<file path="src/rtl/ram_burst_controller.sv">
// Burst initiator for the 8-bit dual-port memory: streams write bursts in,
// fetches read bursts out with a 3-cycle request/capture/hold beat.
module ram_burst_controller #(
    parameter int DATA_W = 8,
    parameter int ADDR_W = 10,
    parameter int DEPTH  = 512,
    parameter int LEN_W  = 8
) (
    input  logic              clk,
    input  logic              rst,
    input  logic              cmd_valid,
    output logic              cmd_ready,
    input  logic              cmd_rw,
    input  logic [ADDR_W-1:0] cmd_addr,
    input  logic [LEN_W-1:0]  cmd_len,
    input  logic              wr_valid,
    output logic              wr_ready,
    input  logic [DATA_W-1:0] wr_data,
    output logic              rd_valid,
    input  logic              rd_ready,
    output logic [DATA_W-1:0] rd_data,
    output logic              mem_write,
    output logic [ADDR_W-1:0] mem_write_address,
    output logic [DATA_W-1:0] mem_data_in,
    output logic [ADDR_W-1:0] mem_read_address,
    input  logic [DATA_W-1:0] mem_data_out,
    output logic              busy,
    output logic              err
);

    typedef enum logic [2:0] {
        IDLE,
        WR,
        RD_REQ,
        RD_CAP,
        RD_HOLD
    } state_t;

    state_t            state_q, state_d;
    logic [ADDR_W-1:0] addr_q, addr_d;
    logic [LEN_W-1:0]  cnt_q, cnt_d;
    logic              mw_q, mw_d;
    logic [ADDR_W-1:0] waddr_q, waddr_d;
    logic [DATA_W-1:0] wdata_q, wdata_d;
    logic [ADDR_W-1:0] raddr_q, raddr_d;
    logic              rvalid_q, rvalid_d;
    logic [DATA_W-1:0] rdata_q, rdata_d;
    logic              err_q, err_d;
    logic [ADDR_W-1:0] addr_nx;
    logic              cmd_bad;

    // Wrap inside the implemented depth, never past it
    assign addr_nx = (addr_q == ADDR_W'(DEPTH - 1)) ? '0 : addr_q + 1'b1;
    assign cmd_bad = 32'(cmd_addr) >= DEPTH;

    always_comb begin
        state_d  = state_q;
        addr_d   = addr_q;
        cnt_d    = cnt_q;
        mw_d     = 1'b0;
        waddr_d  = waddr_q;
        wdata_d  = wdata_q;
        raddr_d  = raddr_q;
        rvalid_d = rvalid_q;
        rdata_d  = rdata_q;
        err_d    = 1'b0;
        unique case (state_q)
            IDLE: begin
                if (cmd_valid) begin
                    addr_d = cmd_addr;
                    cnt_d  = cmd_len;
                    if (cmd_bad) begin
                        err_d = 1'b1;
                    end else if (cmd_rw) begin
                        state_d = WR;
                    end else begin
                        raddr_d = cmd_addr;
                        state_d = RD_REQ;
                    end
                end
            end
            WR: begin
                if (wr_valid) begin
                    mw_d    = 1'b1;
                    waddr_d = addr_q;
                    wdata_d = wr_data;
                    addr_d  = addr_nx;
                    if (cnt_q == '0) state_d = IDLE;
                    else cnt_d = cnt_q - 1'b1;
                end
            end
            RD_REQ: state_d = RD_CAP;
            RD_CAP: begin
                rvalid_d = 1'b1;
                rdata_d  = mem_data_out;
                state_d  = RD_HOLD;
            end
            RD_HOLD: begin
                if (rd_ready) begin
                    rvalid_d = 1'b0;
                    if (cnt_q == '0) begin
                        state_d = IDLE;
                    end else begin
                        cnt_d   = cnt_q - 1'b1;
                        addr_d  = addr_nx;
                        raddr_d = addr_nx;
                        state_d = RD_REQ;
                    end
                end
            end
            default: state_d = IDLE;
        endcase
    end

    always_ff @(posedge clk) begin
        if (rst) begin
            state_q  <= IDLE;
            addr_q   <= '0;
            cnt_q    <= '0;
            mw_q     <= 1'b0;
            waddr_q  <= '0;
            wdata_q  <= '0;
            raddr_q  <= '0;
            rvalid_q <= 1'b0;
            rdata_q  <= '0;
            err_q    <= 1'b0;
        end else begin
            state_q  <= state_d;
            addr_q   <= addr_d;
            cnt_q    <= cnt_d;
            mw_q     <= mw_d;
            waddr_q  <= waddr_d;
            wdata_q  <= wdata_d;
            raddr_q  <= raddr_d;
            rvalid_q <= rvalid_d;
            rdata_q  <= rdata_d;
            err_q    <= err_d;
        end
    end

    assign cmd_ready         = (state_q == IDLE);
    assign wr_ready          = (state_q == WR);
    assign busy              = (state_q != IDLE);
    assign mem_write         = mw_q;
    assign mem_write_address = waddr_q;
    assign mem_data_in       = wdata_q;
    assign mem_read_address  = raddr_q;
    assign rd_valid          = rvalid_q;
    assign rd_data           = rdata_q;
    assign err               = err_q;

endmodule

</file>
<file path="config.mk">
export PLATFORM = sky130hd
export DESIGN_NAME = ram_burst_controller
export DESIGN_NICKNAME = d
export VERILOG_FILES = /design/src/rtl/ram_burst_controller.sv
export SDC_FILE = /design/constraint.sdc
export NUM_CORES = 1
export LEC_CHECK = 0
export ABC_AREA = 0
export CAP_MARGIN = 5
export CORE_ASPECT_RATIO = 1.4
export CORE_MARGIN = 8
export CORE_UTILIZATION = 30
export CTS_CLUSTER_SIZE = 24
export DETAILED_ROUTE_END_ITERATION = 8
export HOLD_SLACK_MARGIN = 0.06
export SETUP_SLACK_MARGIN = 0.1
export SLEW_MARGIN = 5
export SYNTH_ARGS = -nofsm -noshare
export SYNTH_HDL_FRONTEND = slang
export SYNTH_SLANG_ARGS = --single-unit
</file>
<file path="constraint.sdc">
create_clock -name clk -period 4 [get_ports clk]
set_input_delay 0.8 -clock clk [delete_from_list [all_inputs] [get_ports clk]]
set_output_delay 0.8 -clock clk [all_outputs]
set_load 0.03 [all_outputs]
</file>
==> reports/summary.txt, run 1 <==
Worst Reg-to-Reg Cells -> 6
top cells by count, synth -> nand2_1, dfxtp_1, a21oi_1
initial antenna violation count -> 0
crit share post-route -> 0.680
clk_skew -> 0.00775 ns
synth unique cells -> 48
Crit path buffers/inverters -> 1
placed instance area -> 3720 um^2
TritonCTS clock tree -> done
Yosys warnings -> 0
Slew Limit Fails -> 0
Core Region -> 9350 um^2
detailed placement HPWL -> 5.97 mm
GRT met1 Usage -> 0.147
VDD IR-drop max -> 237 uV
wire per inst -> 14.9 um
Primary FF master, synth -> dfxtp_1
#FFs+latches synth -> 60
# setup viols final -> 0
routed vias -> 2785
worst min path class -> reg2reg
height of the die -> 132 um
Synth area leader -> dfxtp_1
RSZ-0062 raised after global routing -> false
fmax -> 368 MHz
critical path required time -> 3.20 ns
Hold Fails Final Rpt -> 0
root buffer cell -> clkbuf_16
Crit-path slowest cell -> clkdlybuf4s50_1
post-CTS setup buffers -> 0
hold path cells -> 2
Cells after Synth -> 362
Async SR Flop Fraction -> 0
ranking of synthesized cells by area -> dfxtp_1, nand2_1, a21oi_1
Final Cell Area -> 3990 um^2
Setup crit start kind -> flip-flop
Total GRT Usage -> 0.130
number of hold buffers added after cts -> 0
vias in the first global route -> 2919
Min Clock Period, post-route -> 2.72 ns
Area Growth Syn to Fin -> 39.4%
total die area -> 13000 um^2
total power per unit cell area -> 435 nW/um^2
post-synth top area share -> 0.419
Post-synth EDFFs -> 0
Max-Cap Viols -> 0
Via-to-Cell Ratio -> 5.09
slew margin rel. -> 0.296
final net count -> 476
diode count -> 0
routability congestion estimate -> 0.829
outcome -> complete, no violations
critical path class -> reg2out
R2R Path End -> mem_read_address[5]
total CTS buffers -> 9
most numerous cell in the Yosys netlist -> nand2_1
share of the yosys chip area belonging to registers -> 0.419
H-Tree Depth -> 3
row count -> 42
first-pass GRT wire length -> 14.0 mm
clock sink total -> 60
leakage -> 1.46 nW
grt met3 use -> 0.0449
largest stage delay on the critical path -> 0.67 ns
Mapped Nets -> 405
Remaining DRCs -> 0
grt total ovfl -> 0
met2 usage -> 0.211
Post-CTS Resized -> 0
I/O pin total -> 82
largest net degree at the start of global routing -> 48
post-synthesis cell area -> 2860 um^2
R2R setup slack -> 1.53 ns
CP Capture Type -> output port
synthesized area per cell -> 7.91 um^2
Longest Clk Path Bufs -> 2
antenna viol nets, final -> 0
Cell Chain, Critical Path -> nor2_1, and2_1, clkdlybuf4s50_1
PortBufs -> 81
Die X -> 98.6 um
Starting Density -> 0.306
Clock Latency Late Sink -> 0.33 ns
hold endpoint -> mem_data_in[3]
Critical R2R Launch -> addr_q[0]
Routed WL -> 8.17 mm
Setup TNS Final -> 0 ns
drt pass-1 iters -> 4
slew at the pin closest to its max-slew limit -> 1.05 ns
Worst-path clk slew -> 0.05 ns
CP max FO -> 12
cell family with most CP delay -> buffers and inverters
busiest layer in global routing -> met2
DR iter-0 viols -> 158
share of post-route cells with drive strength above 1 -> 0.0664
Filler cells -> 979
Arr. time, crit path -> 1.92 ns
HP Start -> mem_data_in[3]
[sequential cells by signal, summed over array words and instances, names as in the netlist]
name and count:
addr_q 10, cnt_q 8, err 1, mem_data_in 8
mem_read_address 10, mem_write 1, mem_write_address 10, rd_data 8
rd_valid 1, state_q 3
[stage by stage]
| step | hold WS, ns | worst slack, ns | power (W) | util | std cells |
|---|---|---|---|---|---|
| floorplan | 0.471 | 1.77 | 0.000918 | - | 362 |
| global placement | 0.440 | 1.15 | 0.00104 | 0.398 | 532 |
| detailed placement | 0.447 | 1.11 | 0.00105 | 0.398 | 532 |
| CTS | 0.453 | 1.26 | 0.00176 | 0.427 | 547 |
| global route | 0.474 | 1.17 | 0.00182 | 0.427 | 547 |
| finish | 0.451 | 1.28 | 0.00174 | 0.427 | 547 |
[placed cells by master (no fill, tap or decap), types with 3 or more instances in the layout]
master	n
nor2_1	42
mux2_2	3
inv_1	8
nand2b_1	4
xnor2_1	4
a21oi_1	43
ha_1	3
o211ai_1	4
nand2_1	65
clkbuf_16	9
or2_2	3
clkdlybuf4s50_1	80
dfxtp_1	60
o21ai_0	10
o32ai_1	4
mux2i_1	8
nor4_1	4
a211o_1	4
a31oi_1	3
nor3_1	19
a211oi_1	6
nand3_1	7
xor2_1	3
[area by class of cell]
cell class / instances / area (um^2) / share of cell area
clock buffers: 13 / 260 / 0.0652
flip-flops and latches: 60 / 1200 / 0.301
inverters: 8 / 30.0 / 0.00752
well taps: 110 / 138 / 0.0345
clock inverters: 2 / 10.0 / 0.00251
multi-input cells: 271 / 1530 / 0.384
repair buffers: 83 / 821 / 0.206
[worst max-delay path by stage]
stage,start,end,slack (ns),cells past startpoint
after floorplan,state_q[1],mem_read_address[6],1.77,7
after global placement,cmd_valid,addr_q[9],1.15,6
after detailed placement,cmd_valid,addr_q[9],1.11,6
after CTS,state_q[2],wr_ready,1.26,3
after global routing,state_q[2],wr_ready,1.17,3
final,state_q[2],wr_ready,1.28,3
[per-layer routing]
layer  share of wire  vias to the layer above
li1                -                     1410
met2            0.47                       87
met3           0.070                       19
met4           0.030                        0
met5               0                        -
met1            0.43                     1269
[cell families (layout without fill, tap and decap cells)]
family / after synthesis / after routing / share of synthesized area
XOR/XNOR: 7 / 7 / 0.0214
flip-flops: 60 / 60 / 0.419
multiplexers: 11 / 11 / 0.0398
buffers and inverters: 31 / 106 / 0.0450
AND/OR/NAND/NOR: 156 / 156 / 0.247
AO/OA/AOI/OAI: 94 / 94 / 0.215
adder cells (fa/ha/maj): 3 / 3 / 0.0131
[where the power goes]
group	internal, W	switching (W)	total, W
Clock	0.000447	0.000258	0.000705
Combinational	0.000150	0.000199	0.000349
Sequential	0.000637	0.0000472	0.000684
Total	0.00123	0.000504	0.00174
[worst min-delay path, delay by kind of cell (launching register included)]
| family | cells | cell delay [ns] |
|---|---|---|
| compound gates | 1 | 0.05 |
| simple gates | 1 | 0.05 |
| flops | 1 | 0.30 |
No activity file was read; power rests on OpenSTA's default activity.
==> run 2: changes to the inputs <==
==> constraint.sdc (replaced) <==
create_clock -name clk -period 2.6 [get_ports clk]
set_input_delay 0.52 -clock clk [delete_from_list [all_inputs] [get_ports clk]]
set_output_delay 0.52 -clock clk [all_outputs]
set_load 0.03 [all_outputs]
==> run 2 against run 1 <==
Net effect:
- sequential share of layout area shrank 0.75 points
- power grew 65%
- critical endpoint is now busy
- clock power grew 77%
- largest cell class unchanged
- critical path type unchanged
- largest power group unchanged
==> reports/summary.txt, run 2 (synthesis results as in run 1) <==
outcome -> complete, no violations
placed cell count -> 539
Area Growth Syn to Fin -> 43.0%
detailed placement HPWL -> 6.11 mm
leakage -> 1.52 nW
met2 usage -> 0.204
PortBufs -> 81
Die X -> 98.6 um
H-Tree Depth -> 3
Worst-path clk slew -> 0.05 ns
# setup viols final -> 0
Min Clock Period, post-route -> 2.38 ns
critical path required time -> 2.08 ns
initial antenna violation count -> 0
Final Cell Area -> 4100 um^2
total power per unit cell area -> 698 nW/um^2
fmax -> 421 MHz
grt met3 use -> 0.0381
wire per inst -> 14.7 um
Setup TNS Final -> 0 ns
total CTS buffers -> 9
GRT met1 Usage -> 0.149
Remaining DRCs -> 0
TritonCTS clock tree -> done
CP max FO -> 13
number of hold buffers added after cts -> 0
CP Capture Type -> output port
total die area -> 13000 um^2
worst min path class -> reg2reg
worst setup margin -> 0.224 ns
Core Region -> 9350 um^2
critical path class -> reg2out
DR iter-0 viols -> 221
antenna viol nets, final -> 0
largest net degree at the start of global routing -> 28
dpl ws -> 0.313 ns
routed vias -> 2776
clk_skew -> 0.00774 ns
slew at the pin closest to its max-slew limit -> 0.625 ns
Slew Limit Fails -> 0
VDD IR-drop max -> 318 uV
final net count -> 483
vias in the first global route -> 2785
Finished Layout Cells -> 555
Starting Density -> 0.306
slew margin rel. -> 0.580
placed instance area -> 3780 um^2
Longest Clk Path Bufs -> 2
Post-CTS Resized -> 0
Max-Cap Viols -> 0
crit share post-route -> 0.914
post-CTS setup buffers -> 0
Arr. time, crit path -> 1.86 ns
RSZ-0062 raised after global routing -> true
Routed WL -> 8.18 mm
Via-to-Cell Ratio -> 5.00
first-pass GRT wire length -> 13.6 mm
routability congestion estimate -> 0.817
most frequent cells in the layout -> clkdlybuf4s50_1, nand2_1, dfxtp_1, a21oi_1, nor2_1
Clock Latency Late Sink -> 0.32 ns
drt pass-1 iters -> 4
grt total ovfl -> 0
clock sink total -> 60
share of post-route cells with drive strength above 1 -> 0.0876
Setup crit start kind -> flip-flop
root buffer cell -> clkbuf_16
Filler cells -> 969
height of the die -> 132 um
Total GRT Usage -> 0.127
busiest layer in global routing -> met2
I/O pin total -> 82
most common cell after layout, fill and taps aside -> clkdlybuf4s50_1
row count -> 42
diode count -> 0
Hold Fails Final Rpt -> 0
==> run 2: layout make-up <==
| type | instances | area [um^2] | area share |
|---|---|---|---|
| Multi-Input combinational cell | 271 | 1540 | 0.375 |
| Sequential cell | 60 | 1200 | 0.293 |
| Timing Repair Buffer | 90 | 873 | 0.213 |
| Clock buffer | 11 | 243 | 0.0593 |
| Tap cell | 110 | 138 | 0.0336 |
| Clock inverter | 5 | 75.1 | 0.0183 |
| Inverter | 8 | 30.0 | 0.00733 |
==> run 2: power breakdown <==
group          switching [W]  internal (W)  total [W]
clock network       0.000394      0.000859    0.00125
registers          0.0000726      0.000979    0.00105
logic               0.000309      0.000246   0.000555
==> run 2: worst paths after layout <==
| path | slack [ns] | depth (start not counted) | start | to |
|---|---|---|---|---|
| hold / removal | 0.45 | 2 | mem_data_in[1] | mem_data_in[1] |
| setup / recovery | 0.22 | 3 | state_q[0] | busy |
| hold reg to reg | 0.45 | 2 | mem_data_in[1] | mem_data_in[1] |
| setup reg to reg | 0.48 | 5 | state_q[2] | cnt_q[7] |
==> run 2: per-stage QoR <==
stage,hold WS [ns],total power [W],util
floorplan,0.471,0.00141,-
global route,0.466,0.00300,0.438
finish,0.451,0.00286,0.438
detailed placement,0.446,0.00163,0.404
CTS,0.453,0.00290,0.438
global placement,0.441,0.00162,0.404
==> run 2: critical path, cell delays in order (launching register included) <==
cell and delay [ns]:
dfxtp_1 0.59, nor3_2 0.10, inv_1 0.14, clkdlybuf4s50_1 0.70
==> run 2: metal layers <==
metal | part of all wire | vias up
li1 | - | 1428
met1 | 0.44 | 1263
met2 | 0.48 | 77
met3 | 0.065 | 8
met4 | 0.014 | 0
met5 | 0 | -
==> RTL change (config.mk and constraints of run 2) <==
Set the parameter `ADDR_W` to 9 (it was 10).
--- a/src/rtl/ram_burst_controller.sv
+++ b/src/rtl/ram_burst_controller.sv
@@ -2,7 +2,7 @@
 // fetches read bursts out with a 3-cycle request/capture/hold beat.
 module ram_burst_controller #(
     parameter int DATA_W = 8,
-    parameter int ADDR_W = 10,
+    parameter int ADDR_W = 9,
     parameter int DEPTH  = 512,
     parameter int LEN_W  = 8
 ) (
Ports: changed (resized cmd_addr, mem_read_address and mem_write_address); port bits go from 82 to 79. No check against the original RTL was run, so the function may have changed too.
==> RTL change against run 2 <==
Core utilization fell by 2.7 points; final area fell by 0.73%; setup slack improved by 0.051 ns; sequential cell count is 4 lower; synthesized area is 6.2% higher; fmax is 2.2% higher; register-to-register slack improved by 0.06 ns; total power shrank 17%; routed wire length increased by 8.4%.
==> RTL change: results (changes against run 2) <==
| Metric | Value |
|---|---|
| Most frequent cells after synthesis | `nand2_1 (64), dfxtp_1 (56), a21oi_1 (44)` |
| P_leak | `1.43 nW (-5.5%)` |
| Worst-path clk slew | `0.07 ns (+0.02 ns)` |
| Sw Pwr | `0.000795 W (+2.4%)` |
| Later-pin clock latency in the skew report | `0.30 ns (-0.02 ns)` |
| Final Wtd Congestion | `0.855 (+4.7%)` |
| Synth area leaders | `dfxtp_1 (37%), nand2_1 (7.9%), a311oi_2 (7.4%), a21oi_1 (7.2%), mux2i_1 (3.3%)` |
| Max FO, Critical Path | `14 (+1)` |
| Number of fill cells | `1002 (+3.4%)` |
| Highest cell delay on the worst timing path | `0.66 ns (-0.04 ns)` |
| Layout cell share with drive strength beyond 1 | `0.133 (+0.0457)` |
| Clock Skew | `0.00619 ns (-0.00154 ns)` |
| Avg Cell Area, Syn | `8.72 um^2 (+10%)` |
| Synth Area in Compound Gates | `0.268 (+0.0533)` |
| Outcome | `completed` |
| Crit path DAT | `1.81 ns (-0.05 ns)` |
| Mapped Nets | `393 (-3.0%)` |
| XOR/XNOR share of the synthesized area | `0.00576 (-0.0156)` |
| Cell count after placement | `547 (+1.5%)` |
| Layout net count | `463 (-4.1%)` |
| CTS buffer count | `5 (-4)` |
| Mux share of post-synthesis cell area | `0.0440 (+0.00426)` |
| Via/cell ratio | `5.17 (+3.4%)` |
| IO Port Bufs | `77 (-4.9%)` |
| Synth Area in Adders | `0.0206 (+0.00746)` |
| Max-slew headroom | `0.596 (+0.0162)` |
| Number of global-route vias before repair | `2972 (+6.7%)` |
| Sequential-to-total area share from yosys stat | `0.369 (-0.0508)` |
| Post-synth cell types | `58 (+21%)` |
| Dpl ws | `0.308 ns (-0.00545 ns)` |
| Largest net degree at the start of global routing | `31 (+11%)` |
| Overall Global Routing Usage | `0.133 (+0.00588)` |
-- RTL change: cell types whose count changed in the layout (fill, tap and decap cells not counted), sizes merged, moves of 4 or more --
cell / before / now
nor2: 42 / 20
buf: 10 / 15
a311oi: 0 / 17
dfxtp: 60 / 56
clkdlybuf4s50: 80 / 75
nor3: 20 / 8
clkbuf: 11 / 6
-- RTL change: what timing repair did --
item	CTS	global route
setup endpoints to repair	0	2
gates resized for setup	0	2
endpoints found under the hold margin	0	0
-- RTL change: logic make-up (layout without fill, tap and decap cells) --
logic type,Yosys count,count (layout)
DFF,56,56
buffers and inverters,37,108
adders and majority gates,5,5
other,1,1
AOI/OAI and AO/OA,104,104
muxes,13,13
xor gates and xnor gates,2,2
and+or+nand+nor,131,131
-- RTL change: cell type report --
cell class,instances,area share
tap,135,0.0415
timing repair buffer,91,0.215
clock buffer,6,0.0317
inverter,9,0.00831
multi-input combinational,256,0.424
sequential,56,0.276
clock inverter,2,0.00400
-- RTL change: stage by stage --
| step | total power [W] | instance area, um^2 | utilization |
|---|---|---|---|
| floorplan | 0.00148 | 3040 | - |
| global placement | 0.00170 | 3910 | 0.395 |
| detailed placement | 0.00171 | 3910 | 0.395 |
| CTS | 0.00240 | 4060 | 0.410 |
| global route | 0.00250 | 4070 | 0.411 |
| finish | 0.00238 | 4070 | 0.411 |
-- RTL change: path summary, 6_finish.rpt --
path | from | to | slack (ns) | cells after the start
max | state_q[2] | busy | 0.27 | 3
min | mem_data_in[4] | mem_data_in[4] | 0.46 | 2
max reg2reg | state_q[2] | addr_q[1] | 0.54 | 4
min reg2reg | mem_data_in[4] | mem_data_in[4] | 0.46 | 2
-- RTL change: worst max-delay path: cells and delay by family (launching register included) --
kind                   cells  cell delay, ns
and+or+nand+nor            1            0.12
buffers and inverters      2            0.73
DFF                        1            0.65
-- RTL change: power by group through the flow --
stage | clock [W] | combinational [W] | sequential, W
final | 0.000687 | 0.000695 | 0.000995
after global routing | 0.000738 | 0.000761 | 0.00100
after CTS | 0.000708 | 0.000696 | 0.000994
after detailed placement | 0 | 0.000694 | 0.00101
after global placement | 0 | 0.000685 | 0.00101
after floorplan | 0 | 0.000438 | 0.00104
-- RTL change: per-layer routing --
layer	global-route usage	up-vias	part of all wire
met1	0.152	1332	0.41
met5	0	-	0
li1	-	1409	-
met4	0.0756	0	0.032
met2	0.215	112	0.47
met3	0.0381	17	0.081
